==> config.mk <==
export PLATFORM = sky130hd
export DESIGN_NAME = softmax_stream
export DESIGN_NICKNAME = d
export VERILOG_FILES = /design/src/rtl/softmax_stream.sv
export SDC_FILE = /design/constraint.sdc
export NUM_CORES = 1
export LEC_CHECK = 0
export ABC_AREA = 1
export BUFFER_PORTS_ARGS = -buffer_cell sky130_fd_sc_hd__buf_2
export CORE_MARGIN = 3
export CORE_UTILIZATION = 55
export CTS_BUF_LIST = sky130_fd_sc_hd__clkbuf_8
export CTS_CLUSTER_SIZE = 16
export DETAILED_ROUTE_END_ITERATION = 16
export GPL_ROUTABILITY_DRIVEN = 1
export PLACE_DENSITY = 0.71
export SETUP_SLACK_MARGIN = 0.1
export SLEW_MARGIN = 20
export SYNTH_ARGS = -nofsm -noshare
export SYNTH_HDL_FRONTEND = slang
export SYNTH_SLANG_ARGS = --single-unit
==> constraint.sdc <==
create_clock -name clk -period 15.6 [get_ports clk]
set_input_delay 0.78 -clock clk [delete_from_list [all_inputs] [get_ports clk]]
set_output_delay 0.78 -clock clk [all_outputs]
set_load 0.005 [all_outputs]
==> src/rtl/softmax_stream.sv <==
// softmax_stream: buffers one vector of signed coefficients and computes
// base-2 exponents and their saturating sum. It then emits one Q1.OUT_FRAC
// alpha per element, using a bit-serial restoring divider.
module softmax_stream #(
    parameter int DATA_W    = 16,
    parameter int MAX_NODES = 16,
    parameter int EXP_W     = 16,
    parameter int SUM_W     = EXP_W + $clog2(MAX_NODES),
    parameter int OUT_FRAC  = 8,
    parameter int MAX_SUB   = 1,
    localparam int Q_W      = OUT_FRAC + 1,
    localparam int CNT_W    = $clog2(MAX_NODES + 1)
) (
    input  logic              clk,
    input  logic              rst_n,
    input  logic              in_valid,
    output logic              in_ready,
    input  logic [DATA_W-1:0] in_data,
    input  logic              in_last,
    output logic              out_valid,
    input  logic              out_ready,
    output logic [Q_W-1:0]    out_data,
    output logic              out_last,
    output logic [CNT_W-1:0]  out_count,
    output logic              ovf_o
);

    localparam int IDX_W = (MAX_NODES > 1) ? $clog2(MAX_NODES) : 1;
    localparam int BUF_W = (DATA_W > EXP_W) ? DATA_W : EXP_W;
    localparam int DIV_W = $clog2(Q_W + 1);
    localparam logic [EXP_W-1:0] E_TOP = {1'b1, {(EXP_W-1){1'b0}}};

    localparam logic [2:0] S_IDLE = 3'd0;
    localparam logic [2:0] S_LOAD = 3'd1;
    localparam logic [2:0] S_EXP  = 3'd2;
    localparam logic [2:0] S_DIV  = 3'd3;
    localparam logic [2:0] S_OUT  = 3'd4;

    logic [2:0]               state, state_nxt;
    logic [BUF_W-1:0]         buf_mem [MAX_NODES];
    logic [CNT_W-1:0]         count, idx, cnt_eff;
    logic signed [DATA_W-1:0] max_r;
    logic [SUM_W-1:0]         sum, sum_sat;
    logic [SUM_W:0]           sum_add;
    logic [SUM_W-1:0]         rem, rem_new;
    logic [SUM_W:0]           rem_sh;
    logic [Q_W-2:0]           quo;
    logic [Q_W-1:0]           q_shift, q_fin;
    logic [DIV_W-1:0]         div_cnt;
    logic                     sat_r, sat_now, sat_eff, q_bit;
    logic                     xfer, beat_end, idx_last;
    logic [BUF_W-1:0]         rd;
    logic signed [DATA_W-1:0] coef;
    logic signed [DATA_W:0]   coef_x, diff;
    logic [EXP_W-1:0]         e_val, e_rd;

    // Handshake decode. A vector ends on in_last or on the beat that fills the buffer.
    // From IDLE the beat is always element 0, whatever count still holds.
    always_comb begin
        xfer     = in_valid & in_ready;
        cnt_eff  = (state == S_LOAD) ? count : '0;
        beat_end = in_last || (cnt_eff == CNT_W'(MAX_NODES - 1));
        idx_last = (idx == count - CNT_W'(1));
        rd       = buf_mem[idx[IDX_W-1:0]];
        coef     = $signed(rd[DATA_W-1:0]);
        e_rd     = rd[EXP_W-1:0];
    end

    // Base-2 exponent of the element at idx, and the saturating running sum.
    always_comb begin
        coef_x = {coef[DATA_W-1], coef};
        diff   = {max_r[DATA_W-1], max_r} - coef_x;
        e_val  = '0;
        if (MAX_SUB != 0) begin
            // diff is never negative because max_r bounds every coefficient
            if ($unsigned(diff) >= (DATA_W+1)'(EXP_W))
                e_val = '0;
            else
                e_val = E_TOP >> $unsigned(diff);
        end else begin
            if (coef_x[DATA_W] || (coef_x == '0))
                e_val = EXP_W'(1);
            else if ($unsigned(coef_x) >= (DATA_W+1)'(EXP_W - 1))
                e_val = E_TOP;
            else
                e_val = EXP_W'(1) << $unsigned(coef_x);
        end
        sum_add = {1'b0, sum} + (SUM_W+1)'(e_val);
        sum_sat = sum_add[SUM_W] ? '1 : sum_add[SUM_W-1:0];
    end

    // One restoring-division step. The quotient always fits Q_W bits unless
    // e>>1 >= sum. So the partial remainder starts at e>>1, and shifting in
    // e[0] makes the first shifted value e itself. Zeros follow from OUT_FRAC.
    always_comb begin
        rem_sh  = (div_cnt == '0) ? (SUM_W+1)'(e_rd) : {rem, 1'b0};
        q_bit   = (rem_sh >= {1'b0, sum});
        rem_new = q_bit ? SUM_W'(rem_sh - {1'b0, sum}) : rem_sh[SUM_W-1:0];
        sat_now = ((SUM_W+1)'(e_rd >> 1) >= {1'b0, sum});
        sat_eff = (div_cnt == '0) ? sat_now : sat_r;
        q_shift = {quo, q_bit};
        q_fin   = sat_eff ? '1 : q_shift;
    end

    // Next-state logic.
    always_comb begin
        state_nxt = state;
        case (state)
            S_IDLE:  if (xfer) state_nxt = beat_end ? S_EXP : S_LOAD;
            S_LOAD:  if (xfer && beat_end) state_nxt = S_EXP;
            S_EXP:   if (idx_last) state_nxt = S_DIV;
            S_DIV:   if (div_cnt == DIV_W'(Q_W - 1)) state_nxt = S_OUT;
            S_OUT:   if (out_ready) state_nxt = out_last ? (in_valid ? S_LOAD : S_IDLE) : S_DIV;
            default: state_nxt = S_IDLE;
        endcase
    end

    // Element buffer. It holds coefficients while loading, and EXP overwrites each entry with its exponent.
    always_ff @(posedge clk) begin
        if (xfer)
            buf_mem[cnt_eff[IDX_W-1:0]] <= BUF_W'($signed(in_data));
        else if (state == S_EXP)
            buf_mem[idx[IDX_W-1:0]] <= BUF_W'(e_val);
    end

    // Control, accumulation, divider and registered output handshake.
    always_ff @(posedge clk or negedge rst_n) begin
        if (!rst_n) begin
            state     <= S_IDLE;
            count     <= '0;
            idx       <= '0;
            max_r     <= '0;
            sum       <= '0;
            rem       <= '0;
            quo       <= '0;
            div_cnt   <= '0;
            sat_r     <= 1'b0;
            in_ready  <= 1'b0;
            out_valid <= 1'b0;
            out_data  <= '0;
            out_last  <= 1'b0;
            out_count <= '0;
            ovf_o     <= 1'b0;
        end else begin
            state    <= state_nxt;
            in_ready <= (state_nxt == S_IDLE) || (state_nxt == S_LOAD);
            ovf_o    <= 1'b0;
            case (state)
                S_IDLE, S_LOAD: begin
                    if (xfer) begin
                        count <= cnt_eff + CNT_W'(1);
                        if ((cnt_eff == '0) || ($signed(in_data) > max_r))
                            max_r <= $signed(in_data);
                        if (beat_end) begin
                            ovf_o <= !in_last;
                            sum   <= '0;
                            idx   <= '0;
                        end
                    end
                end
                S_EXP: begin
                    sum <= sum_sat;
                    if (idx_last) begin
                        idx     <= '0;
                        div_cnt <= '0;
                    end else begin
                        idx <= idx + CNT_W'(1);
                    end
                end
                S_DIV: begin
                    rem <= rem_new;
                    quo <= q_shift[Q_W-2:0];
                    if (div_cnt == '0)
                        sat_r <= sat_now;
                    if (div_cnt == DIV_W'(Q_W - 1)) begin
                        out_valid <= 1'b1;
                        out_data  <= q_fin;
                        out_last  <= idx_last;
                        out_count <= count;
                        div_cnt   <= '0;
                    end else begin
                        div_cnt <= div_cnt + DIV_W'(1);
                    end
                end
                S_OUT: begin
                    if (out_ready) begin
                        out_valid <= 1'b0;
                        if (out_last) begin
                            // A waiting beat is taken in LOAD as element 0 of the next vector
                            if (in_valid) begin
                                count <= '0;
                                max_r <= '0;
                            end
                        end else begin
                            idx <= idx + CNT_W'(1);
                        end
                    end
                end
                default: ;
            endcase
        end
    end

endmodule

Word level (Yosys, flattened, before mapping)
Memories as Yosys holds them, arrays and structs flattened.
Cells that the tools add are included.
{ "totals": {"input_bits": 21, "elab_cells": 122, "ramBits": 256, "mem_count": 1, "register_bits": 100} }
{ "op_classes": {"shift": 1, "order_cmp": 4, "addsub": 7, "n_bitwise": 1, "eq_ne": 17, "n_reduce_logical": 23, "mux": 53} }
{ "mem_list": {"columns": ["memory", "words", "word_bits", "read_ports", "rd_ports_with_merged_regs", "wr", "line", "source"], "rows": [
  ["buf_mem", 16, 16, 1, 0, 1, "40", "logic [BUF_W-1:0] buf_mem [MAX_NODES];"]
]} }
{ "op_table": {"columns": ["operator", "n"], "rows": [
  ["2-to-1 mux 16 bit", 7],
  ["2-to-1 mux 20 bit", 4],
  ["2-to-1 mux 5 bit", 10],
  ["one-hot mux 20 bit (2 select lines)", 1],
  ["one-hot mux 16 bit (2 select lines)", 1],
  ["adder 20 x 16 -> 21 bit", 1],
  ["greater-or-equal comparator 21 x 20 -> 1 bit", 1],
  ["2-to-1 mux 21 bit", 1],
  ["greater-or-equal comparator 15 x 20 -> 1 bit", 1],
  ["subtractor 20 bit", 1],
  ["!= test 2 bit (second input constant)", 9],
  ["greater-or-equal comparator 17 x 5 -> 1 bit (second input constant)", 1],
  [">> shifter 16 x 17 -> 16 bit (first input constant)", 1],
  ["subtractor 16 x 16 -> 17 bit", 1],
  ["greater-than comparator 16 bit", 1],
  ["OR reduction 16 bit", 1],
  ["2-to-1 mux 3 bit", 5],
  ["one-hot mux 3 bit (5 select lines)", 1],
  ["one-hot mux 5 bit (3 select lines)", 1],
  ["2-to-1 mux 1 bit", 13],
  ["2-to-1 mux 4 bit", 3],
  ["adder 5 x 1 -> 5 bit (second input constant)", 2],
  ["one-hot mux 5 bit (2 select lines)", 1],
  ["AND reduction 5 bit", 2],
  ["other kinds (25)", 36]
]} }

Longest topological paths before layout
Gate-level depths: netlist of run 1.
{ "depth": {"ltp_word": 9, "depth_mapped": 41, "mapped_depth_nobuf": 38} }

Least setup slack after synthesis of run 1
No wires, ideal clock.
{ "synth_path": {"path_kind": "register to register", "start": "reg idx[0]", "end": "reg sum[13]", "t_required_ns": 15.470, "path_stages_with_launch": 38, "arrival_time_ns": 4.866, "synth_period_minus_slack_ns": 4.997, "slack_ns": 10.603, "path_cell_list": "dfrtp_1 -> buf_2 -> buf_2 -> buf_2 -> o21ai_0 -> o22ai_1 -> o211ai_1 -> nand2_1 -> ha_1 -> fa_1 -> inv_1 -> nand3_1 -> nand2_2 -> nand2_1 -> nand2_1 -> nand2_1 -> nand2_1 -> nand2_1 -> (+2 left out) -> nand2_1 -> nor2_4 -> buf_6 -> nand4_1 -> nor2_1 -> ha_1 -> fa_1 -> nand2_1 -> o21ai_1 -> a21oi_1 -> o21ai_2 -> a21oi_2 -> o21ai_2 -> nand2_2 -> inv_1 -> buf_2 -> o21ai_0 -> o21ai_0"} }
{ "synth_between": {"elab_chain_len": 7, "word_cells_on_any_way": 8} }
{ "synth_rtl": {"columns": ["item", "line", "source"], "rows": [
  ["start, declared", "41", "logic [CNT_W-1:0] count, idx, cnt_eff;"],
  ["start signal, assigned", "167", "idx <= idx + CNT_W'(1);"],
  ["start signal, assigned", "195", "idx <= idx + CNT_W'(1);"],
  ["memory read (16 x 16 bit) *", null, null],
  ["subtractor 16 x 16 -> 17 bit *", "72", "diff = {max_r[DATA_W-1], max_r} - coef_x;"],
  ["greater-or-equal comparator 17 x 5 -> 1 bit or >> shifter 16 x 17 -> 16 bit (tied branches)", "76, 79", null],
  ["2-to-1 mux 16 bit *", "76", "if ($unsigned(diff) >= (DATA_W+1)'(EXP_W))"],
  ["adder 20 x 16 -> 21 bit *", "88", "sum_add = {1'b0, sum} + (SUM_W+1)'(e_val);"],
  ["2-to-1 mux 20 bit *", "89", "sum_sat = sum_add[SUM_W] ? '1 : sum_add[SUM_W-1:0];"],
  ["one-hot mux 20 bit (2 select lines) *", "148", "case (state)"],
  ["end signal, assigned", "162", "sum <= sum_sat;"],
  ["end, declared", "43", "logic [SUM_W-1:0] sum, sum_sat;"]
]} }
Every way passes the cells marked *; elsewhere a longest branch is shown, timed or not.
A chain may end at the register's enable or synchronous reset.

Final worst setup path of run 1
{ "layout_path": {"start": "reg idx[0]", "end": "reg sum[4]"} }
The elaborated chain is that of the path after synthesis.

==> results.py, run 1 <==
metrics = {
    "run_status": {
        "status": "completed",
    },
    "sta": {
        "maxSlewViolCount": 0,
        "rsz0062_at_grt": "no",
        "fmax_mhz": 135,
        "relSlewSlack_pct": 25.5,
        "hold_violations": 0,
        "post-route-period-util_pct": 47.5,
        "fin_skew_ns": 0.0408,
        "setup_viol": 0,
        "fin_tns_setup_ns": 0,
        "fin_crit_ns": 7.41,
        "tightest_slew_ns": 1.12,
    },
    "final_layout": {
        "layout.cells.non_filler": 2608,
        "finish.utilization_pct": 61.5,
        "antennaDiodeCount": 0,
        "drive_gt1_share_pct": 8.98,
        "final_common_cell": "nand2_1",
        "synthToLayoutAreaGrowth_pct": 9.72,
        "final_cell_mix": "nand2_1, nor2_1, edfxtp_1",
        "fin_nets": 2228,
    },
    "yosys": {
        "synth.cell_area_sq_um": 18800,
        "yosys.area.top_type": "edfxtp_1",
        "ys_types": 47,
        "yosys_warnings": 0,
        "synth_top_area_share_pct": 40.8,
        "ys_seq_area_share_pct": 54.1,
        "synth_cells": 2060,
        "synth_nets": 2175,
        "avgSynthCellArea_sq_um": 9.15,
        "ys_ff_latch": 356,
        "synth_area_leaders": "edfxtp_1, dfrtp_1, nand2_1, ha_1, nor2_1",
    },
    "hold_path": {
        "min_path_type": "primary input to asynchronous set/reset pin",
    },
    "global_route": {
        "grtUsageTotal_pct": 28.1,
        "globalRouteOverflowTotal": 0,
        "grt_max_degree": 79,
        "antenna_found_initial": 0,
        "grt_pass1_wl_um": 79100,
        "grt_pass1_vias": 14787,
    },
    "clock_tree": {
        "cts.sinks": 356,
        "cts_tree": "done",
        "clk_pin_slew_ns": 0.08,
        "htree_levels": 2,
        "cts-root-buf": "clkbuf_8",
        "cts_resized": 0,
        "cts-buffers-inserted": 57,
        "post-cts-setup-buffers": 0,
        "clock_path_buffers": 3,
        "hold_buffers": 0,
        "worstSkewPairLatency_ns": 0.67,
    },
    "floorplan": {
        "fp-row-count": 67,
        "die_height_um": 191,
        "dieArea_sq_um": 36500,
        "coreArea_sq_um": 33600,
        "io_pins": 39,
        "initial_utilization_pct": 56.1,
        "die_w_um": 191,
    },
    "setup_path": {
        "max_stage_delay_ns": 0.83,
        "crit_top_cell": "nand2_1",
        "cp-end-kind": "flop",
        "worstPathRequired_ns": 16.17,
        "worst-r2r-setup-slack_ns": 8.19,
        "critical_path_arrival_ns": 7.98,
        "crit_type": "flop to flop",
        "critPathMaxFanout": 68,
        "worst_setup_path_start_kind": "flop",
        "cp_slowest_cell": "clkinv_2",
    },
    "place": {
        "globalplace.congestion": 0.989,
        "dp_hpwl_um": 33800,
        "dp_cells": 2502,
        "numPortBuffers": 38,
    },
    "routing": {
        "vias_per_cell": 5.81,
        "firstDrtPassIters": 8,
        "drc": 0,
        "vias": 15164,
        "routed_wl_um": 50700,
        "final_antenna_net_count": 0,
        "drt_iter0_drc": 1229,
        "routedWlPerCell_um": 19.4,
    },
    "run": {
        "maxCapViolCount": 0,
    },
}
[Yosys cell counts, drive strengths merged]
library cell,count
a211oi,4
a21boi,4
a21o,4
a21oi,66
a221oi,2
a22o,1
a22oi,1
a31oi,5
and2,4
buf,18
clkbuf,53
clkinv,2
dfrtp,100
edfxtp,256
fa,3
ha,91
inv,225
nand2,412
nand3,92
nand3b,7
nand4,28
nor2,297
nor3,7
nor4,2
o2111ai,1
o211ai,18
o21a,1
o21ai,216
o21bai,14
o221ai,33
o22ai,49
or2,5
xnor2,22
xor2,17
[layer usage]
metal	vias up	share of wire, %	track usage, %
met4	0	4.5	13.7
met3	133	7.5	5.04
met5	-	0	0
li1	7166	-	-
met2	626	47	46.2
met1	7239	41	36.0
[metrics by stage]
step,hold WS [ns],setup WS (ns),cell area [sq um]
6_report,0.0965,8.19,20700
5_1_grt,0.149,7.39,20700
4_1_cts,0.0916,8.34,20700
3_5_place_dp,0.468,8.38,19500
3_3_place_gp,0.460,8.67,19500
2_1_floorplan,0.446,10.60,18800
[layout make-up]
| class | count | area (sq um) |
|---|---|---|
| Fill cell | 2864 | 12900 |
| Sequential cell | 356 | 10200 |
| Multi-Input combinational cell | 1406 | 7570 |
| Inverter | 227 | 853 |
| Clock buffer | 60 | 826 |
| Tap cell | 448 | 561 |
| Timing Repair Buffer | 65 | 395 |
| Clock inverter | 46 | 282 |
[logic make-up (layout without fill, tap and decap cells)]
kind of cell | after synthesis | after routing | synth area share, %
buffers and inverters | 298 | 398 | 6.13
AO/OA/AOI/OAI | 419 | 419 | 12.9
adder cells (fa/ha/maj) | 94 | 94 | 6.36
XOR/XNOR | 39 | 39 | 1.81
flip-flops | 356 | 356 | 54.1
AND/OR/NAND/NOR | 854 | 854 | 18.7
[state kept, by name, summed over array words and instances (netlist names), 3 cells and up]
signal / flops
buf_mem: 256
rem: 20
sum: 20
max_r: 16
out_data: 9
quo: 8
count: 5
idx: 5
out_count: 5
div_cnt: 4
state: 3
[critical path, delay by kind of cell (launching register included)]
| kind | cells | cell delay, ns |
|---|---|---|
| compound gates | 10 | 1.76 |
| buf+inv | 5 | 1.92 |
| simple gates | 15 | 1.73 |
| flops | 1 | 0.77 |
| fa+ha+maj | 4 | 1.08 |
[final timing paths]
kind                              start            to  depth (start not counted)
max in group asynchronous         rst_n        idx[0]                          2
max reg2reg                      idx[0]        sum[4]                         34
min reg2reg                out_count[3]  out_count[3]                          2
max                              idx[0]        sum[4]                         34
min in group clk                in_last         ovf_o                          2
min                               rst_n     max_r[11]                          1
Power of run 1 is left out: the tool's default activity adds up to more than one toggle a clock period on the data nets, which glitch-free logic cannot reach.
==> run 2, diff against run 1 <==
Settings changed: PLACE_DENSITY 0.71 to 0.74.
Clock period 15.6 ns to 6.1 ns, I/O delays scaled along.
==> results.py, run 2 (synthesis gave the netlist of run 1 again) <==
metrics = {
    "routing": {
        "final_antenna_net_count": 0,
        "vias_per_cell": 5.81,
        "routed_wl_um": 52200,
        "firstDrtPassIters": 5,
        "drt_iter0_drc": 1530,
        "drc": 0,
        "vias": 15438,
        "routedWlPerCell_um": 19.6,
    },
    "clock_tree": {
        "clock_path_buffers": 3,
        "cts-buffers-inserted": 57,
        "worstSkewPairLatency_ns": 0.64,
        "clk_pin_slew_ns": 0.07,
        "cts.sinks": 356,
        "cts-root-buf": "clkbuf_8",
        "htree_levels": 2,
        "cts_tree": "done",
    },
    "sta": {
        "maxSlewViolCount": 0,
        "hold_violations": 0,
        "fin_tns_setup_ns": 0,
        "setup_viol": 0,
        "rsz0062_at_grt": "no",
        "fin_skew_ns": 0.0262,
        "relSlewSlack_pct": 32.2,
        "fin_crit_ns": 5.68,
        "post-route-period-util_pct": 93.1,
        "fmax_mhz": 176,
        "holdWs_ns": 0.0325,
        "fin_ws_ns": 0.421,
        "tightest_slew_ns": 1.02,
    },
    "floorplan": {
        "io_pins": 39,
        "dieArea_sq_um": 36500,
        "die_height_um": 191,
        "die_w_um": 191,
        "initial_utilization_pct": 56.1,
        "coreArea_sq_um": 33600,
        "fp-row-count": 67,
    },
    "final_layout": {
        "synthToLayoutAreaGrowth_pct": 12.5,
        "fin_nets": 2282,
        "final_cell_mix": "nand2_1, nor2_1, edfxtp_1",
        "drive_gt1_share_pct": 10.3,
        "final_common_cell": "nand2_1",
        "fill_cells": 2761,
        "antennaDiodeCount": 0,
        "largest_reg_flops": 256,
    },
    "setup_path": {
        "crit_type": "flop to flop",
        "crit_top_cell": "nand2_1",
        "r2r_cells": 32,
        "max_stage_delay_ns": 0.54,
        "critPathTopFamily": "simple AND/OR/NAND/NOR gates",
        "r2r_start": "idx[0]",
        "startpoint": "idx[0]",
        "cp.depth": 32,
        "path_buf_inv": 5,
        "cp-end-kind": "flop",
        "worstPathRequired_ns": 6.60,
        "critical_path_arrival_ns": 6.18,
        "cp_slowest_cell": "dfrtp_4",
        "critPathMaxFanout": 34,
        "worst-r2r-setup-slack_ns": 0.42,
        "worst_setup_path_start_kind": "flop",
    },
    "place": {
        "globalplace.congestion": 1.01,
        "numPortBuffers": 38,
        "dp_hpwl_um": 34400,
        "dpl_worst_slack_ns": 0.306,
    },
    "run_status": {
        "status": "completed",
    },
    "global_route": {
        "grtUsageTotal_pct": 28.0,
        "grt_pass1_vias": 14544,
        "globalRouteOverflowTotal": 0,
        "grt_pass1_wl_um": 78800,
        "antenna_found_initial": 0,
        "grt_max_degree": 108,
    },
    "run": {
        "maxCapViolCount": 0,
    },
    "hold_path": {
        "min_from": "in_valid",
        "min_path_type": "primary input to flop",
        "holdPathStages": 3,
    },
}
==> run 2: changes by cell type in the layout (fill, tap and decap cells not counted), moves of 3 or more <==
cell           before  now
dlygate4sd3_1       0   18
buf_4              28   53
buf_12              0    5
nand3_2             3    7
nor2_1            270  281
a21oi_1            62   59
nor2_4              6    3
nor2_2             21   13
clkinv_2            9    6
inv_1             240  236
a21oi_2             4    7
nand3_1            89   85
bufinv_16           3    0
==> run 2: worst paths after layout <==
kind / to
hold reg to reg: out_valid
max in group asynchronous: out_data[1]
setup reg to reg: sum[6]
setup / recovery: sum[6]
min in group asynchronous: max_r[10]
hold / removal: state[0]
==> run 2: metrics by stage <==
| stage | cells | cell area (sq um) | utilization, % |
|---|---|---|---|
| after floorplan | 2060 | 18800 | - |
| after global placement | 2530 | 19800 | 58.9 |
| after detailed placement | 2530 | 19800 | 58.9 |
| after CTS | 2648 | 21000 | 62.5 |
| after global routing | 2656 | 21200 | 63.1 |
| final | 2656 | 21200 | 63.1 |
==> run 2: final cells by class <==
cell class                      count  area [sq um]  share of cell area [%]
Sequential cell                   356         10200                    48.1
Multi-Input combinational cell   1406          7580                    35.7
Timing Repair Buffer              118           983                    4.64
Inverter                          227           861                    4.06
Clock buffer                       62           853                    4.02
Tap cell                          448           561                    2.64
Clock inverter                     38           175                   0.826
Timing Repair inverter              1          7.51                  0.0354
==> run 2: what timing repair did <==
item / CTS / global route
gates resized for setup: 0 / 27
buffers inserted: 0 / 5
hold buffers: 18 / 0
endpoints found under the setup margin: 0 / 20
endpoints found under the hold margin: 52 / 0
==> run 2: layer usage <==
metal / vias to the layer above / part of all wire, % / track usage, %
li1: 7269 / - / -
met1: 7322 / 40 / 37.3
met2: 724 / 47 / 45.9
met3: 123 / 9.8 / 5.59
met4: 0 / 3.3 / 10.2
met5: - / 0 / 0
==> run 2: tightest hold or removal path, cell delays in order <==
cell and delay [ns]:
buf_2 0.10, o211ai_1 0.10, nand4_1 0.11
Power of run 2 is left out for the same reason.
